==> src/rtl/mips_cu_pkg.sv <==
// Encodings shared by the multicycle MIPS control unit: FSM states, opcodes,
// funct codes, ALU operations and the datapath select codes.
package mips_cu_pkg;

  localparam int STATE_W = 4;

  localparam logic [3:0] S_FETCH    = 4'd0;
  localparam logic [3:0] S_DECODE   = 4'd1;
  localparam logic [3:0] S_MEMADR   = 4'd2;
  localparam logic [3:0] S_MEMRD    = 4'd3;
  localparam logic [3:0] S_MEMWB    = 4'd4;
  localparam logic [3:0] S_MEMWR    = 4'd5;
  localparam logic [3:0] S_RTYPE_EX = 4'd6;
  localparam logic [3:0] S_RTYPE_WB = 4'd7;
  localparam logic [3:0] S_ADDI_EX  = 4'd8;
  localparam logic [3:0] S_ADDI_WB  = 4'd9;
  localparam logic [3:0] S_BRANCH   = 4'd10;
  localparam logic [3:0] S_JUMP     = 4'd11;
  localparam logic [3:0] S_BNE      = 4'd12;

  localparam logic [5:0] OP_RTYPE = 6'b000000;
  localparam logic [5:0] OP_LW    = 6'b100011;
  localparam logic [5:0] OP_SW    = 6'b101011;
  localparam logic [5:0] OP_ADDI  = 6'b001000;
  localparam logic [5:0] OP_BEQ   = 6'b000100;
  localparam logic [5:0] OP_BNE   = 6'b000101;
  localparam logic [5:0] OP_J     = 6'b000010;

  localparam logic [5:0] FN_ADD = 6'b100000;
  localparam logic [5:0] FN_SUB = 6'b100010;
  localparam logic [5:0] FN_AND = 6'b100100;
  localparam logic [5:0] FN_OR  = 6'b100101;
  localparam logic [5:0] FN_SLT = 6'b101010;

  localparam logic [2:0] ALU_AND = 3'b000;
  localparam logic [2:0] ALU_ADD = 3'b001;
  localparam logic [2:0] ALU_SUB = 3'b010;
  localparam logic [2:0] ALU_OR  = 3'b011;
  localparam logic [2:0] ALU_SLT = 3'b100;

  localparam logic [1:0] SRCB_REG    = 2'b00;
  localparam logic [1:0] SRCB_FOUR   = 2'b01;
  localparam logic [1:0] SRCB_IMM    = 2'b10;
  localparam logic [1:0] SRCB_IMM_SH = 2'b11;

  localparam logic [1:0] PCSRC_ALU    = 2'b00;
  localparam logic [1:0] PCSRC_ALUOUT = 2'b01;
  localparam logic [1:0] PCSRC_JUMP   = 2'b10;

  localparam logic SRCA_PC     = 1'b0;
  localparam logic SRCA_REG    = 1'b1;
  localparam logic ADDR_PC     = 1'b0;
  localparam logic ADDR_ALUOUT = 1'b1;
  localparam logic WD_ALUOUT   = 1'b0;
  localparam logic WD_MEM      = 1'b1;
  localparam logic WR_RT       = 1'b0;
  localparam logic WR_RD       = 1'b1;

endpackage

==> src/rtl/multicycle_control_unit_alu_decoder.sv <==
// Combinational R-type funct decoder: selects the ALU operation and flags
// whether the funct field is one the datapath supports.
module alu_decoder
  import mips_cu_pkg::*;
(
  input  logic [5:0] funct,
  output logic [2:0] alu_op,
  output logic       funct_valid
);

  // funct -> ALU operation lookup
  always_comb begin
    alu_op      = ALU_AND;
    funct_valid = 1'b0;
    case (funct)
      FN_ADD: begin alu_op = ALU_ADD; funct_valid = 1'b1; end
      FN_SUB: begin alu_op = ALU_SUB; funct_valid = 1'b1; end
      FN_AND: begin alu_op = ALU_AND; funct_valid = 1'b1; end
      FN_OR:  begin alu_op = ALU_OR;  funct_valid = 1'b1; end
      FN_SLT: begin alu_op = ALU_SLT; funct_valid = 1'b1; end
      default: begin alu_op = ALU_AND; funct_valid = 1'b0; end
    endcase
  end

endmodule

==> src/rtl/multicycle_control_unit.sv <==
// Moore control FSM for the multicycle MIPS datapath (FETCH..WRITEBACK).
// Define CU_BNE_EN to add bne (opcode 000101) support.
module multicycle_control_unit
  import mips_cu_pkg::*;
(
  input  logic       clk,
  input  logic       reset,
  input  logic [5:0] opcode,
  input  logic [5:0] funct,
  input  logic       zero,
  output logic       enable_PC,
  output logic       Selector_Addr,
  output logic       enable_MemSys,
  output logic       enable_RegIns,
  output logic       enable_RF,
  output logic       Selector_RF_WR,
  output logic       Selector_RF_WD,
  output logic       Selector_ALU_Src_A,
  output logic [1:0] Selector_ALU_Src_B,
  output logic [2:0] Selector_ALU_Op,
  output logic [1:0] Selector_PC_Source,
  output logic       illegal_op
);

  logic [STATE_W-1:0] state_r;
  logic [STATE_W-1:0] next_state_s;
  logic [2:0]         funct_op_s;
  logic               funct_valid_s;
  logic               decode_illegal_s;

  alu_decoder u_alu_decoder (
    .funct       (funct),
    .alu_op      (funct_op_s),
    .funct_valid (funct_valid_s)
  );

  // State register
  always_ff @(posedge clk) begin
    if (reset) begin
      state_r <= S_FETCH;
    end else begin
      state_r <= next_state_s;
    end
  end

  // Next-state logic; decode_illegal_s flags opcodes/functs with no execution path
  always_comb begin
    next_state_s     = S_FETCH;
    decode_illegal_s = 1'b0;
    case (state_r)
      S_FETCH:  next_state_s = S_DECODE;
      S_DECODE: begin
        case (opcode)
          OP_RTYPE: begin
            if (funct_valid_s) begin
              next_state_s = S_RTYPE_EX;
            end else begin
              decode_illegal_s = 1'b1;
            end
          end
          OP_LW, OP_SW: next_state_s = S_MEMADR;
          OP_ADDI:      next_state_s = S_ADDI_EX;
          OP_BEQ:       next_state_s = S_BRANCH;
          OP_J:         next_state_s = S_JUMP;
`ifdef CU_BNE_EN
          OP_BNE:       next_state_s = S_BNE;
`endif
          default:      decode_illegal_s = 1'b1;
        endcase
      end
      S_MEMADR: begin
        if (opcode == OP_LW) begin
          next_state_s = S_MEMRD;
        end else if (opcode == OP_SW) begin
          next_state_s = S_MEMWR;
        end else begin
          next_state_s = S_FETCH;
        end
      end
      S_MEMRD:    next_state_s = S_MEMWB;
      S_RTYPE_EX: next_state_s = S_RTYPE_WB;
      S_ADDI_EX:  next_state_s = S_ADDI_WB;
      default:    next_state_s = S_FETCH;
    endcase
  end

  // Moore output decode, forced inactive while reset is asserted
  always_comb begin
    enable_PC          = 1'b0;
    Selector_Addr      = ADDR_PC;
    enable_MemSys      = 1'b0;
    enable_RegIns      = 1'b0;
    enable_RF          = 1'b0;
    Selector_RF_WR     = WR_RT;
    Selector_RF_WD     = WD_ALUOUT;
    Selector_ALU_Src_A = SRCA_PC;
    Selector_ALU_Src_B = SRCB_REG;
    Selector_ALU_Op    = ALU_AND;
    Selector_PC_Source = PCSRC_ALU;
    illegal_op         = 1'b0;
    if (reset) begin
      illegal_op = 1'b0;
    end else begin
      case (state_r)
        S_FETCH: begin
          enable_RegIns      = 1'b1;
          enable_PC          = 1'b1;
          Selector_ALU_Src_B = SRCB_FOUR;
          Selector_ALU_Op    = ALU_ADD;
        end
        S_DECODE: begin
          Selector_ALU_Src_B = SRCB_IMM_SH;
          Selector_ALU_Op    = ALU_ADD;
          illegal_op         = decode_illegal_s;
        end
        S_MEMADR, S_ADDI_EX: begin
          Selector_ALU_Src_A = SRCA_REG;
          Selector_ALU_Src_B = SRCB_IMM;
          Selector_ALU_Op    = ALU_ADD;
        end
        S_MEMRD: Selector_Addr = ADDR_ALUOUT;
        S_MEMWB: begin
          enable_RF      = 1'b1;
          Selector_RF_WR = WR_RT;
          Selector_RF_WD = WD_MEM;
        end
        S_MEMWR: begin
          Selector_Addr = ADDR_ALUOUT;
          enable_MemSys = 1'b1;
        end
        S_RTYPE_EX: begin
          Selector_ALU_Src_A = SRCA_REG;
          Selector_ALU_Src_B = SRCB_REG;
          Selector_ALU_Op    = funct_op_s;
        end
        S_RTYPE_WB: begin
          enable_RF      = 1'b1;
          Selector_RF_WR = WR_RD;
          Selector_RF_WD = WD_ALUOUT;
        end
        S_ADDI_WB: begin
          enable_RF      = 1'b1;
          Selector_RF_WR = WR_RT;
          Selector_RF_WD = WD_ALUOUT;
        end
        S_BRANCH: begin
          Selector_ALU_Src_A = SRCA_REG;
          Selector_ALU_Src_B = SRCB_REG;
          Selector_ALU_Op    = ALU_SUB;
          Selector_PC_Source = PCSRC_ALUOUT;
          enable_PC          = zero;
        end
`ifdef CU_BNE_EN
        S_BNE: begin
          Selector_ALU_Src_A = SRCA_REG;
          Selector_ALU_Src_B = SRCB_REG;
          Selector_ALU_Op    = ALU_SUB;
          Selector_PC_Source = PCSRC_ALUOUT;
          enable_PC          = ~zero;
        end
`endif
        S_JUMP: begin
          Selector_PC_Source = PCSRC_JUMP;
          enable_PC          = 1'b1;
        end
        default: illegal_op = 1'b0;
      endcase
    end
  end

endmodule

==> config.mk <==
export PLATFORM = sky130hd
export DESIGN_NAME = multicycle_control_unit
export DESIGN_NICKNAME = d
export VERILOG_FILES = /design/src/rtl/mips_cu_pkg.sv /design/src/rtl/multicycle_control_unit_alu_decoder.sv /design/src/rtl/multicycle_control_unit.sv
export SDC_FILE = /design/constraint.sdc
export NUM_CORES = 1
export LEC_CHECK = 0
export ABC_AREA = 1
export CORE_MARGIN = 3
export CORE_UTILIZATION = 42
export CTS_BUF_LIST = sky130_fd_sc_hd__clkbuf_8
export DETAILED_ROUTE_END_ITERATION = 16
export PLACE_DENSITY = 0.9
export SLEW_MARGIN = 20
export SYNTH_ARGS = -nofsm -noshare
export SYNTH_HDL_FRONTEND = slang
export SYNTH_SLANG_ARGS = --single-unit
==> constraint.sdc <==
create_clock -name clk -period 2.9 [get_ports clk]
set_input_delay 0.58 -clock clk [delete_from_list [all_inputs] [get_ports clk]]
set_output_delay 0.58 -clock clk [all_outputs]
set_load 0.01 [all_outputs]
=== Yosys cells after proc, flatten, opt, wreduce, memory -nomap -nowiden ===
Index checks and enable logic that the tools add are counted.

* Bits in latches: 0
* Output and inout bits: 16
* Memories kept: 0
* Bits of input ports: 15
* Bits in registers: 4
* ROM bits: 0
* RAM bits: 0
* Word-level logic and storage cells: 66

* Divide/modulo/power cells: 0
* Shifts and indexed selects: 0
* Multiplexer cells: 33
* Reductions and logical operators: 11
* $lt $le $gt $ge: 0
* Multipliers: 0
* $add $sub $neg: 0
* Equal/unequal tests: 21
* Bitwise logic cells: 0

{| class="wikitable"
|+ Operator list
! kind !! number
|-
| 6-bit equality test (second input constant) || 7
|-
| 4-bit one-hot mux with 6 select lines || 1
|-
| 4-bit one-hot mux with 5 select lines || 1
|-
| 1-bit two-way mux || 19
|-
| 4-bit by 3-bit equality test with 1-bit output (second input constant) || 4
|-
| 4-bit equality test (second input constant) || 4
|-
| 3-bit two-way mux || 4
|-
| 3-bit one-hot mux with 4 select lines || 1
|-
| 5-bit OR reduction || 2
|-
| 3-bit one-hot mux with 3 select lines || 1
|-
| 4-bit by 2-bit equality test with 1-bit output (second input constant) || 2
|-
| 2-bit OR reduction || 4
|-
| 4-bit OR reduction || 2
|-
| 6-bit by 2-bit equality test with 1-bit output (second input constant) || 1
|-
| 6-bit by 3-bit equality test with 1-bit output (second input constant) || 1
|-
| 6-bit by 4-bit equality test with 1-bit output (second input constant) || 1
|-
| 6-bit zero test || 1
|-
| 2-bit one-hot mux with 3 select lines || 1
|-
| 4-bit by 1-bit equality test with 1-bit output (second input constant) || 1
|-
| 4-bit zero test || 1
|-
| 2-bit two-way mux || 2
|-
| 1-bit one-hot mux with 2 select lines || 2
|-
| 2-bit one-hot mux with 2 select lines || 1
|-
| 3-bit OR reduction || 1
|}

=== Depth between registers and ports, before layout ===
Gate-level depths: netlist of the first run.

* Depth in word-level cells: 7
* Mapped depth: 9

=== Cells and area by module ===
Synthesis of the first run repeated with hierarchy kept, for this count alone.

* Cell total of the unflattened synthesis: 122
* Area total of the unflattened synthesis: 623.1 um^2

{| class="wikitable"
|+ By module, submodules not included
! module !! area each (um^2) !! seq. area each (um^2) !! times used !! cells each
|-
| multicycle_control_unit || 508.0 || 80.1 || 1 || 98
|-
| alu_decoder || 115.1 || 0.0 || 1 || 24
|}

=== Worst setup path after synthesis of the first run ===
Ideal clock, no wire load.

* Path type: in2out
* Start: input reset
* End: output enable_RF
* Cell stages on the path: 5
* Slack: 1056 ps
* Required time: 2320 ps
* Data arrival time: 1264 ps
* Cells stage by stage: inv_1 nand2_1 nor3_1 nor2_1 o31ai_1

* Cells in the longest elaborated chain, start to end: 1

{| class="wikitable"
|+ Ends and longest elaborated chain
! element !! RTL line !! RTL
|-
| start, declared || multicycle_control_unit.sv:7 || <nowiki>input logic reset,</nowiki>
|-
| 1-bit two-way mux || multicycle_control_unit.sv:101 || <nowiki>if (reset) begin</nowiki>
|-
| end, declared || multicycle_control_unit.sv:15 || <nowiki>output logic enable_RF,</nowiki>
|}

No other way between the ends.

=== Worst setup path in the final report of the first run ===
* Start: input funct[5]
* End: output Selector_ALU_Op[0]

* Cells in the longest elaborated chain, start to end: 4

{| class="wikitable"
|+ Ends and longest elaborated chain
! element !! RTL line !! RTL
|-
| start, declared || multicycle_control_unit.sv:9 || <nowiki>input logic [5:0] funct,</nowiki>
|-
| 6-bit equality test || multicycle_control_unit_alu_decoder.sv:15 || <nowiki>case (funct)</nowiki>
|-
| 3-bit one-hot mux with 4 select lines (*) || multicycle_control_unit_alu_decoder.sv:15 ||
|-
| 3-bit one-hot mux with 3 select lines (*) || multicycle_control_unit.sv:104 || <nowiki>case (state_r)</nowiki>
|-
| 3-bit two-way mux (*) || multicycle_control_unit.sv:101 ||
|-
| end, declared || multicycle_control_unit.sv:20 || <nowiki>output logic [2:0] Selector_ALU_Op,</nowiki>
|}

Every way passes the cells marked *; elsewhere a longest branch is shown, timed or not.

==> metrics.txt, run 1 <==
status=finished clean; Critical Path RT=2320 ps; Worst-path clk slew=30 ps; antenna viol nets, final=0; syn avg cell area=4.729 um^2; CTS Sinks=4; DRC viols=0; DRT Pass-1 Iters=4; Sequential Area=80.08 um^2; GR Util All Layers=0.1976; Logic pwr share=0.314; r2r setup slk=1690 ps; P&R area growth vs syn=65.47%; Antenna Cells=0; CTS buffer count=3; Max Slew Vio Count=0; IO Port Bufs=30; HP Start=state_r[0]; # hold bufs at CTS=0; Die X=42.45 um; final number of setup-violating endpoints=0; Cells after Synth=118; P per Cell Area=274.5 nW/um^2; share of cells above drive strength 1=0.03311; CTS tree=yes; Cell variety after synth=14; drt total wl=1771 um; peak supply drop=0.0002438 V; reg2reg end=state_r[1]; starting density of the core=0.4765; dpl ws=62.44 ps; Core Region=1171 um^2; Net Sw Frac=0.2672; die height=42.45 um; Lkg Pwr=0.0004986 uW; HP Class=flip-flop to flip-flop; Seq pwr share=0.233; minimum hold slack=695.8 ps; mapped cell area=558.0 um^2; layout net count=168; Max transition margin=0.7896; max FFs per register=4; H-tree Lvls=1; first-pass GRT wire length=2925 um; setup TNS=0 ps; internal power=185.7 uW; Ys Warns=0; clk root buf=clkbuf_8; Vias/cell=5.133; DR vias=847; multi-input logic area=387.9 um^2; DIE AREA=1802 um^2; Hold EP=state_r[3]; clock share of power=0.453; Final Wtd Congestion=0.8772; fill cell count=99; most flop-heavy register=state_r; Final Hold Viols=0; Critical Path Fanout Max=6; syn_nets=133; Layout Skew=2.246 ps; RSZ-0062 raised after global routing=no; Routed WL per cell=10.73 um; crit end category=output port; via count of the first global-routing pass=739; largest net degree at the start of global routing=14; worst r2r src=state_r[3]; FMAX=364.2 MHz; post-detail-place hpwl=1459 um; Worst-Margin Slew=314.4 ps; synthesized flop and latch total=4; Largest regs=state_r x4; worst hold stages=3; remaining global-route overflow=0; max_cap viols=0; CP Class=primary input to output port; Rows=12; setup bufs post-CTS=0; io pins=31; Period minus WS final=2746 ps; Cells after DPL=162; antenna violations before repair=0; Worst EP arrival=2170 ps; worst reg2reg path depth=5; register area share after synthesis=0.1435; post-route setup slack=154.0 ps; # resized after CTS=0; clock latency on the worst-skew pair=210 ps; Startpoint Class=primary input; NetSw=67.73 uW; First DRT Iteration DRCs=31; Final period util=0.9469; Finished Layout Cells=165; CTS Buffer Depth=2
-- cell usage after synthesis --
cell type  count  area (um^2)
nand2_1       32        120.1
o21ai_0        1        5.000
clkbuf_1       1        3.750
o31ai_1        1        7.510
nor2_1        28        105.1
inv_1         23        86.33
nand4_1        3        18.77
a31oi_1        3        18.77
dfxtp_1        4        80.08
nand3_1        9        45.04
nor3_1         4        20.02
nor2_2         1        6.260
a21oi_1        7        35.03
o22ai_1        1        6.260
-- cells by family (layout without fill, tap and decap cells) --
kind of cell | count (synthesis) | after routing | share of synthesized area
AND/OR/NAND/NOR | 77 | 77 | 0.5650
flip-flops | 4 | 4 | 0.1435
AO/OA/AOI/OAI | 13 | 13 | 0.1300
buffers and inverters | 24 | 57 | 0.1614
-- metrics by stage --
step,instance area (um^2),total power [uW],util
after CTS,920.9,253.9,0.7863
after floorplan,558.0,93.78,-
after global routing,923.4,264.0,0.7885
after detailed placement,879.6,138.7,0.7511
after global placement,879.6,137.1,0.7511
final,923.4,253.5,0.7885
-- how the worst max path moves through the flow --
stage                         start  depth (start not counted)                  to
after detailed placement  opcode[2]                          8          illegal_op
final                      funct[5]                          8  Selector_ALU_Op[0]
after CTS                 opcode[2]                          8          illegal_op
after global routing       funct[5]                          8  Selector_ALU_Op[0]
after global placement    opcode[2]                          8          illegal_op
after floorplan               reset                          5           enable_RF
-- final cells by class --
cell class / instances / area share
clock buffers: 3 / 0.04472
inverters: 23 / 0.09350
multi-input cells: 90 / 0.4201
flip-flops and latches: 4 / 0.08672
well taps: 14 / 0.01897
repair buffers: 31 / 0.3360
-- critical path, cell delays in order --
cell and delay (ps):
clkdlybuf4s50_1 450, inv_1 40, nor2_2 180, nand4_1 140, nand2_1 90, a31oi_1 70
nand3_1 70, clkdlybuf4s50_1 540
-- power by group through the flow --
stage | clock network, uW | logic (uW) | registers (uW)
global route | 118 | 86.7 | 58.9
floorplan | 0 | 34.8 | 59.0
detailed placement | 0 | 79.2 | 59.5
finish | 115 | 79.6 | 59.0
CTS | 115 | 79.6 | 58.8
global placement | 0 | 77.6 | 59.4
-- placed cells by master (no fill, tap or decap) --
| cell type | instances |
|---|---|
| nor2_2 | 1 |
| o22ai_1 | 1 |
| buf_4 | 1 |
| dfxtp_1 | 4 |
| nor2_1 | 28 |
| clkbuf_8 | 3 |
| clkdlybuf4s50_1 | 29 |
| nand3_1 | 9 |
| o21ai_0 | 1 |
| inv_1 | 23 |
| a31oi_1 | 3 |
| nor3_1 | 4 |
| o31ai_1 | 1 |
| a21oi_1 | 7 |
| nand2_1 | 32 |
| dlymetal6s2s_1 | 1 |
| nand4_1 | 3 |
-- metal layers --
| layer | vias to the layer above | wire, um | GRT usage |
|---|---|---|---|
| met1 | 368 | 763 | 0.2551 |
| li1 | 438 | - | - |
| met4 | 0 | 0 | 0.01863 |
| met3 | 0 | 141 | 0.03863 |
| met5 | - | 0 | 0 |
| met2 | 41 | 866 | 0.3465 |
Note: power is estimated with default switching activity, not from simulation.
==> run 2, diff against run 1 <==
ABC_CLOCK_PERIOD_IN_PS = 2900   (was not set)
==> results of run 2 <==
Same layout as run 1: the final DEF is identical, and so are final timing and power.
